==> config.mk <==
export PLATFORM = sky130hd
export DESIGN_NAME = reg_pair_write_arbiter
export DESIGN_NICKNAME = d
export VERILOG_FILES = /design/src/rtl/reg_pair_write_arbiter.sv
export SDC_FILE = /design/constraint.sdc
export NUM_CORES = 1
export LEC_CHECK = 0
export CAP_MARGIN = 25
export CORE_UTILIZATION = 49
export CTS_BUF_LIST = sky130_fd_sc_hd__clkbuf_4
export CTS_CLUSTER_SIZE = 28
export DETAILED_ROUTE_END_ITERATION = 8
export PLACE_DENSITY = 0.86
export RECOVER_POWER = 50
export SYNTH_ARGS = -nofsm -noshare
export SYNTH_HDL_FRONTEND = slang
export SYNTH_SLANG_ARGS = --single-unit
==> constraint.sdc <==
create_clock -name clk -period 1.76 [get_ports clk]
set_input_delay 0.528 -clock clk [delete_from_list [all_inputs] [get_ports clk]]
set_output_delay 0.528 -clock clk [all_outputs]
set_load 0.02 [all_outputs]
==> src/rtl/reg_pair_write_arbiter.sv <==
// Round-robin arbiter sharing one pair of store registers between NREQ requesters.
// Define REGARB_FIXED_PRIO_EN to replace round-robin with fixed lowest-index priority.
module reg_pair_write_arbiter #(
    parameter int NREQ = 2,
    parameter int DW   = 8
) (
    input  logic                 clk,
    input  logic                 rst,
    input  logic [NREQ-1:0]      req,
    input  logic [NREQ-1:0]      wsel,
    input  logic [NREQ*DW-1:0]   wdata,
    output logic [NREQ-1:0]      gnt,
    output logic [NREQ-1:0]      ack,
    output logic [DW-1:0]        d1,
    output logic [DW-1:0]        d2,
    output logic                 st1,
    output logic                 st2,
    output logic                 busy,
    output logic [7:0]           txn_cnt
);

    localparam int IW = (NREQ > 1) ? $clog2(NREQ) : 1;

    typedef enum logic [1:0] {
        IDLE,
        GRANT,
        STORE,
        DONE
    } state_t;

    state_t          state;
    logic [IW-1:0]   cur_idx;
    logic            cur_sel;
    logic [DW-1:0]   cur_data;
    logic [NREQ-1:0] cur_onehot;

    logic            win_found;
    logic [IW-1:0]   win_idx;
    logic            win_sel;
    logic [DW-1:0]   win_data;

`ifndef REGARB_FIXED_PRIO_EN
    logic [IW-1:0]   rr_ptr;
`endif

    assign cur_onehot = NREQ'(1) << cur_idx;

    // Winner search; the round-robin scan is split into [rr_ptr..NREQ-1] then a wrap pass from 0.
    always_comb begin
        win_found = 1'b0;
        win_idx   = '0;
        win_sel   = 1'b0;
        win_data  = '0;
`ifndef REGARB_FIXED_PRIO_EN
        for (int k = 0; k < NREQ; k++) begin
            if (!win_found && req[k] && (k >= int'(rr_ptr))) begin
                win_found = 1'b1;
                win_idx   = IW'(k);
                win_sel   = wsel[k];
                win_data  = wdata[k*DW +: DW];
            end
        end
`endif
        for (int k = 0; k < NREQ; k++) begin
            if (!win_found && req[k]) begin
                win_found = 1'b1;
                win_idx   = IW'(k);
                win_sel   = wsel[k];
                win_data  = wdata[k*DW +: DW];
            end
        end
    end

    always_ff @(posedge clk or posedge rst) begin
        if (rst) begin
            state    <= IDLE;
            cur_idx  <= '0;
            cur_sel  <= 1'b0;
            cur_data <= '0;
            gnt      <= '0;
            ack      <= '0;
            d1       <= '0;
            d2       <= '0;
            st1      <= 1'b0;
            st2      <= 1'b0;
            busy     <= 1'b0;
            txn_cnt  <= '0;
`ifndef REGARB_FIXED_PRIO_EN
            rr_ptr   <= '0;
`endif
        end else begin
            ack <= '0;
            st1 <= 1'b0;
            st2 <= 1'b0;
            case (state)
                IDLE: begin
                    // The request is committed here; later changes on req/wsel/wdata are ignored.
                    if (win_found) begin
                        cur_idx  <= win_idx;
                        cur_sel  <= win_sel;
                        cur_data <= win_data;
                        busy     <= 1'b1;
                        state    <= GRANT;
                    end
                end
                GRANT: begin
                    gnt <= cur_onehot;
                    if (cur_sel) begin
                        d2 <= cur_data;
                    end else begin
                        d1 <= cur_data;
                    end
                    state <= STORE;
                end
                STORE: begin
                    st1   <= ~cur_sel;
                    st2   <= cur_sel;
                    state <= DONE;
                end
                DONE: begin
                    gnt     <= '0;
                    ack     <= cur_onehot;
                    txn_cnt <= txn_cnt + 8'd1;
                    busy    <= 1'b0;
`ifndef REGARB_FIXED_PRIO_EN
                    rr_ptr  <= (int'(cur_idx) == NREQ - 1) ? '0 : cur_idx + IW'(1);
`endif
                    state   <= IDLE;
                end
                default: begin
                    state <= IDLE;
                end
            endcase
        end
    end

endmodule

-- Word level (Yosys, flattened, before mapping)
Index checks and enable logic that the tools add are counted.
- register bits: 44
- bits in latches: 0
- memory bits (writable): 0
- ROM bits: 0
- output and inout bits: 31
- memories: 0
- $add $sub $neg: 2
- multipliers: 0
- div/mod/pow operators: 0
- order comparisons: 1
- equality and inequality tests: 4
- shifts and indexed selects: 1
- mux-type cells: 24
- bitwise gates (word level): 1
- reduce and logical (&&, ||, !) cells: 14
- operators by type and width (cell ; count):
    8-bit 2-to-1 mux ; 4
    1-bit 2-to-1 mux ; 15
    8-bit by 1-bit adder with 8-bit output, second input constant ; 1
    2-bit one-hot mux with 4 select lines ; 1
    2-bit AND reduction ; 4
    2-bit equality test, second input constant ; 2
    1-bit logical AND ; 4
    2-bit 2-to-1 mux ; 2
    2-bit one-hot mux with 2 select lines ; 1
    2-bit nonzero test ; 2
    1-bit logical NOT ; 3
    2-bit by 1-bit equality test with 1-bit output, second input constant ; 1
    2-bit logical NOT ; 1
    2-bit inequality test, second input constant ; 1
    1-bit one-hot mux with 2 select lines ; 1
    1-bit by 1-bit left shift with 2-bit output, first input constant ; 1
    1-bit adder, second input constant ; 1
    1-bit greater-or-equal comparator, first input constant ; 1
    1-bit NOT ; 1

-- Logic depth before layout (Yosys ltp)
Gate-level depths: netlist (run 1).
- depth after elaboration: 14
- mapped depth: 8
- depth with buffers taken out: 5

-- Worst setup path after synthesis (run 1)
No wires, ideal clock.
- kind: register -> register
- start point: register state[0]
- end point: register cur_data[1]
- setup time: 0.124 ns
- arrival time: 1.203 ns
- required time: 1.636 ns
- path slack: 0.433 ns
- stages on the path, launching flop included: 9
- path buffers: 3
- cells stage by stage: dfrtp_1 > inv_1 > ha_1 > buf_6 > o21a_1 > buf_6 > buf_8 > nor2_1 > a21oi_1
- cells in the longest elaborated chain, start to end: 2
- ends and longest elaborated chain (what ; line ; source):
    from (decl) ; 31 ; state_t state;
    from (signal assigned) ; 76 ; state <= IDLE;
    from (signal assigned) ; 103 ; state <= GRANT;
    from (signal assigned) ; 113 ; state <= STORE;
    2-bit logical NOT ; 95 ; case (state)
    2-bit AND reduction (no source line) ; n/a ;
    to (signal assigned) ; 101 ; cur_data <= win_data;
    to (decl) ; 34 ; logic [DW-1:0] cur_data;
No other way between the ends.
A chain may end at the register's enable or synchronous reset.

-- Worst setup path in the final report (run 1)
- start point: register txn_cnt[3]
- end point: output port txn_cnt[3]
- RTL lines (what ; line ; source):
    from (decl) ; 19 ; output logic [7:0] txn_cnt
    from (signal assigned) ; 123 ; txn_cnt <= txn_cnt + 8'd1;
No word-level cell between the ends.

==> reports/qor.yml, run 1 <==
finish:
  antenna_cells: 0
  final_cell_area_mm2: 0.00245
  final_nets: 236
  syn2layout_area_growth_pct: 31.1
  drive_gt1_frac: 0.167
  layoutNonFillerInstCount: 258
setup_path:
  critPathMaxStageDelay_ns: 0.43
  endpoint_kind: "output pin"
  worst-path-buf-inv: 1
  cp-start-kind: "flop"
  path_cells: "dlygate4sd2_1"
  r2r_cells: 4
  timing.rr.end: "d1[1]"
  crit_family: "flip-flops"
  crit_path_top_delay_cell: "dfrtp_1"
  cp_max_fo: 5
  cp.arrival_ns: 1.13
  crit_end: "txn_cnt[3]"
  crit_path_start: "txn_cnt[3]"
  reg2reg_from: "state[1]"
  ff2ff_setup_slack_ns: 0.13
  path_depth: 1
  criticalPathCategory: "reg2out"
  worst_ep_required_time_ns: 1.23
job:
  max_cap_violations: 0
global_routing:
  grt_pass1_wl_um: 6610
  grt_overflow: 0
  grt_start_max_net_pins: 35
  track_usage: 0.218
  grt_pass1_vias: 1396
  antenna_found_initial: 0
clock_network:
  hold_buffers: 0
  cts_sinks: 44
  htreeDepth: 2
  cts_buffers: 5
  clock_path_buffers: 2
  root_buffer: "clkbuf_4"
  clk_latency_ns: 0.36
  cts_tree: "yes"
  clk_pin_slew_ns: 0.11
logic_synthesis:
  async_flop_share: 1.00
  synth_seq_area_share: 0.588
  synth-seq-cells: 44
  synth_fp_nets: 176
  syn_inst: 149
  synth-edff-count: 0
  yosys_warnings: 0
  synth_top_flop_cell: "dfrtp_1"
  syn_avg_cell_area_um2: 12.6
  synth_area_mm2: 0.00187
  yosysUniqueCellTypes: 28
route:
  drtPass1Iterations: 4
  dr_total_vias: 1387
  post-route-drc-count: 0
  avgRoutedWirePerCell_um: 15.4
  drt_iter0_drc: 79
  routed_via_density: 5.38
  ant_nets: 0
  drt_wl_total_um: 3960
floorplanning:
  die_h_um: 63.8
  die_x_um: 63.8
  io_pins: 53
  core-area_mm2: 0.00366
  start_util: 0.511
  rows: 22
  dieArea_mm2: 0.00407
sta:
  period_needed_ns: 1.65
  slew_violations: 0
  worst_pin_slew_ns: 0.718
  setup_violations: 0
  holdWs_ns: 0.472
  clock_skew_ns: 0.0121
  slew-limit-headroom: 0.521
  fmax_mhz: 605
  fin_crit_sh: 0.939
  finalHoldViolCount: 0
  rsz0062_at_grt: "no"
run_status:
  status: "finished, final reports clean"
placed_design:
  place_inst: 250
  hpwlAfterDp_um: 2980
  gp_congestion: 0.940
  placed_area_mm2: 0.00246
  io_buffers: 52
power:
  power.static_leakage_uw: 0.00115
  pwr-share-comb: 0.465
  p_int_uw: 2550
  clkPwrFrac: 0.115
  total_power_uw: 4260
  powerDensity_mw_per_mm2: 1740
  p_seq_frac: 0.421
  p_switching_uw: 1710
  swShare: 0.402
  ir_drop_uv: 797
worst_hold_path:
  hp-class: "reg2reg"
worst min-delay path by stage:
stage	start	to	slack [ns]	cells past startpoint
after detailed placement	txn_cnt[7]	txn_cnt[7]	0.46	1
after CTS	rst	txn_cnt[7]	0.42	2
after global routing	txn_cnt[7]	txn_cnt[7]	0.50	1
after global placement	txn_cnt[7]	txn_cnt[7]	0.46	1
final	txn_cnt[7]	txn_cnt[7]	0.47	1
after floorplan	cur_idx	ack[0]	0.44	1
Yosys cell counts (3+ instances only):
master   count  area, um^2
buf_2        3        15.0
dfrtp_1     44        1100
nand3_1      8        40.0
nor2_1      14        52.6
inv_1        4        15.0
nand4_1      5        31.3
ha_1         5        62.6
a32oi_1      6        52.6
nand2_1      7        26.3
buf_6        3        33.8
xor2_1       3        26.3
mux2_2      18         203
xnor2_1      4        35.0
a21oi_1      6        30.0
timing repair:
action                                  4_1_cts  5_1_grt
endpoints found under the setup margin       31        0
setup buffers                                 0        0
gates resized for setup                      31        0
endpoints found under the hold margin         0        0
flip-flops by register name, summed over array words and instances (netlist names):
name,cells
txn_cnt,8
cur_idx,1
d2,8
rr_ptr,1
d1,8
st1,1
cur_sel,1
st2,1
busy,1
state,2
gnt,2
ack,2
cur_data,8
worst register-to-register path: stages, from the launching register on:
cell      delay (ns)
dfrtp_1         0.41
inv_1           0.08
ha_1            0.25
nand2b_1        0.39
mux2_2          0.41
layer usage:
metal / vias up / GRT usage / part of all wire
met5: - / 0 / 0
met4: 0 / 0.111 / 0.034
met3: 16 / 0.0768 / 0.077
met2: 61 / 0.336 / 0.50
met1: 674 / 0.271 / 0.39
li1: 636 / - / -
power by group through the flow:
| stage | clock (uW) | sequential (uW) | combinational [uW] |
|---|---|---|---|
| after floorplan | 0 | 2160 | 973 |
| after global placement | 0 | 1790 | 2130 |
| after detailed placement | 0 | 1830 | 2220 |
| after CTS | 503 | 1800 | 2010 |
| after global routing | 557 | 1870 | 2150 |
| final | 489 | 1790 | 1980 |
cell usage in the layout, fill, tap and decap left out, types with 2 or more instances in the layout:
cell	n
mux2i_1	2
nor2b_1	2
o21ai_0	2
dlygate4sd2_1	31
clkbuf_4	7
xnor2_1	4
ha_1	5
buf_4	6
nand2_1	7
clkinv_1	2
nand4_1	6
mux2_2	18
nand3_1	8
nand2b_1	2
dfrtp_1	44
xor2_1	3
clkdlybuf4s50_1	20
a21oi_1	6
a32oi_1	6
inv_1	3
nor2_1	14
and2_0	2
area by class of cell:
type / instances / area [um^2]
Clock buffer: 7 / 52.6
Clock inverter: 1 / 3.75
Multi-Input combinational cell: 94 / 686
Tap cell: 48 / 60.1
Sequential cell: 44 / 1100
Timing Repair Buffer: 60 / 536
Inverter: 4 / 15.0
Fill cell: 288 / 1210
per-stage QoR:
step,setup TNS (ns),utilization,setup slack (ns)
final,0,0.670,0.107
after global placement,0,0.672,0.0229
after detailed placement,-0.252,0.672,-0.0744
after floorplan,0,-,0.201
after global routing,0,0.670,0.0390
after CTS,0,0.677,0.0787
logic make-up after synthesis:
logic type	share of synthesized area
AND/OR/NAND/NOR	0.119
multiplexers	0.119
buffers and inverters	0.0421
AO/OA/AOI/OAI	0.0655
flip-flops	0.588
XOR/XNOR	0.0328
adder cells (fa/ha/maj)	0.0334
Note: power is estimated with default switching activity, not from simulation.
==> run 2: changes to the inputs <==
SLEW_MARGIN = 5   (was default)
==> results of run 2 <==
No change in the layout: final DEF, timing and power equal those of run 1.
==> run 3: changes to the inputs <==
CORE_UTILIZATION = 44   (was 49)
GPL_ROUTABILITY_DRIVEN = 0   (was default)
PLACE_DENSITY = 0.82   (was 0.86)
RECOVER_POWER = default   (was 50)
clock period = 1.37 ns   (was 1.76 ns; I/O delays follow)
==> run 3 against run 2 <==
Compared with the run above:
- core utilization is 0.28 points lower
- largest power group unchanged
- largest cell class unchanged
- worst hold slack lost 0.14 ns
- setup slack got worse by 0.079 ns
- critical endpoint is now d1[7]
- clock skew is 0.0018 ns lower
- via count is 3.5% higher
- cell count is 8.1% higher
- critical path depth grew 3
- non-clock buffer count up 19
- final area up 9.6%
- first-iteration DRC count rose by 6.3%
- power up 48%
- highest routed layer unchanged
==> reports/qor.yml, run 3 (synthesis results as in run 1) <==
clock_network:
  clk_pin_slew_ns: 0.13  # +0.02 ns
  cts_tree: "yes"
  clk_latency_ns: 0.36  # about the same
  clock_path_buffers: 2  # unchanged
  cts_buffers: 5  # unchanged
  root_buffer: "clkbuf_4"
  cts_sinks: 44  # unchanged
  hold_buffers: 0  # unchanged
  htreeDepth: 2  # unchanged
setup_path:
  worst-path-buf-inv: 1  # unchanged
  path_depth: 4  # +3
  ff2ff_setup_slack_ns: 0.03  # -0.10 ns
  timing.rr.end: "d1[7]"
  endpoint_kind: "flop"
  crit_path_start: "state[0]"
  path_cells: "ha_2 -> nand2b_1 -> buf_12 -> mux2_2"
  crit_path_top_delay_cell: "dfrtp_1"
  cp-start-kind: "flop"
  crit_end: "d1[7]"
  cp_max_fo: 8  # +3
  critPathMaxStageDelay_ns: 0.44  # about the same
  criticalPathCategory: "reg2reg"
  crit_family: "flip-flops"
  reg2reg_from: "state[0]"
  r2r_cells: 4  # unchanged
  cp.arrival_ns: 1.59  # +0.46 ns
  worst_ep_required_time_ns: 1.62  # +0.39 ns
sta:
  fmax_mhz: 745
  worst_pin_slew_ns: 0.301  # -0.418 ns
  setup_violations: 0  # unchanged
  fin_crit_sh: 0.980
  finalHoldViolCount: 0  # unchanged
  slew_violations: 0  # unchanged
  slew-limit-headroom: 0.799  # +0.278
  period_needed_ns: 1.34
  clock_skew_ns: 0.0103  # -0.00182 ns
  rsz0062_at_grt: "yes"
finish:
  syn2layout_area_growth_pct: 43.6
  final_nets: 255  # +8.1%
  drive_gt1_frac: 0.415  # +0.248
  seq_area_mm2: 0.00110  # unchanged
  layoutNonFillerInstCount: 279  # +8.1%
  layout_common_cells: "44 x dfrtp_1, 23 x buf_4, 21 x clkdlybuf4s50_1"
  final_common_cell: "dfrtp_1"
  antenna_cells: 0  # unchanged
  n_fill_cell: 314  # +9.0%
  multi_input_area_um2: 717  # +4.6%
  final_util: 0.667  # -0.00281
global_routing:
  antenna_found_initial: 0  # unchanged
  grt_pass1_vias: 1467  # +5.1%
  grt_pass1_wl_um: 6740  # +2.0%
  grt_overflow: 0  # unchanged
  grt_start_max_net_pins: 24  # -31%
  track_usage: 0.207  # -0.0115
route:
  avgRoutedWirePerCell_um: 15.4  # about the same
  post-route-drc-count: 0  # unchanged
  drtPass1Iterations: 4  # unchanged
  drt_wl_total_um: 4290  # +8.1%
  dr_total_vias: 1435  # +3.5%
  routed_via_density: 5.14  # -4.3%
  drt_iter0_drc: 84  # +6.3%
  ant_nets: 0  # unchanged
floorplanning:
  io_pins: 53  # unchanged
  die_h_um: 67.2  # +5.4%
  core-area_mm2: 0.00403  # +10%
  rows: 23  # +4.5%
  dieArea_mm2: 0.00452  # +11%
  die_x_um: 67.2  # +5.4%
  start_util: 0.465  # -0.0467
placed_design:
  io_buffers: 52  # unchanged
  place_inst: 265  # +6.0%
  hpwlAfterDp_um: 3170  # +6.5%
worst_hold_path:
  hp-class: "in2async"
power:
  powerDensity_mw_per_mm2: 2340  # +35%
  ir_drop_uv: 1370  # +72%
  power.static_leakage_uw: 0.00126  # +8.8%
run_status:
  status: "finished, final reports clean"
job:
  max_cap_violations: 0  # unchanged
## run 3: changes by cell type in the layout (fill, tap and decap cells not counted), moves of 14 or more
cell	before	now
buf_4	6	23
buf_6	0	17
buf_2	1	15
dlygate4sd2_1	31	0
## run 3: layer usage
| metal | global-route usage | share of wire | vias up |
|---|---|---|---|
| met5 | 0 | 0 | - |
| met3 | 0.0625 | 0.067 | 7 |
| met2 | 0.363 | 0.50 | 54 |
| met4 | 0.0798 | 0.014 | 0 |
| met1 | 0.234 | 0.42 | 700 |
| li1 | - | - | 674 |
## run 3: final cells by class
class / count / area share
clock buffers: 5 / 0.0140
clock inverters: 3 / 0.0158
inverters: 4 / 0.00698
multi-input cells: 94 / 0.267
flip-flops and latches: 44 / 0.409
well taps: 50 / 0.0233
repair buffers: 79 / 0.264
## run 3: how the worst min path moves through the flow
stage / endpoint / cells past startpoint
3_3_place_gp: txn_cnt[7] / 1
5_1_grt: cur_sel / 2
2_1_floorplan: ack[0] / 1
4_1_cts: cur_sel / 2
6_report: cur_sel / 2
3_5_place_dp: txn_cnt[7] / 1
## run 3: repair_timing
action                                  CTS  global route
gates resized for setup                 126            39
setup buffers                             3             3
endpoints found under the setup margin   37            34
endpoints found under the hold margin     0             0
## run 3: where the power goes
group / internal (uW) / leakage, uW / switching, uW
logic: 1650 / 0.000678 / 1530
clock network: 381 / 0.0000412 / 423
registers: 1900 / 0.000537 / 413
total: 3930 / 0.00126 / 2370
## run 3: per-stage QoR
stage / hold slack (ns) / area [um^2] / total power, uW / setup WS (ns) / setup TNS (ns)
finish: 0.330 / 2690 / 6300 / 0.0274 / 0
global route: 0.310 / 2690 / 6720 / -0.0199 / -0.114
CTS: 0.326 / 2540 / 5980 / 0.00368 / 0
detailed placement: 0.461 / 2590 / 5510 / -0.353 / -3.63
global placement: 0.458 / 2590 / 5360 / -0.263 / -2.84
floorplan: 0.415 / 1880 / 4020 / 0.0433 / 0
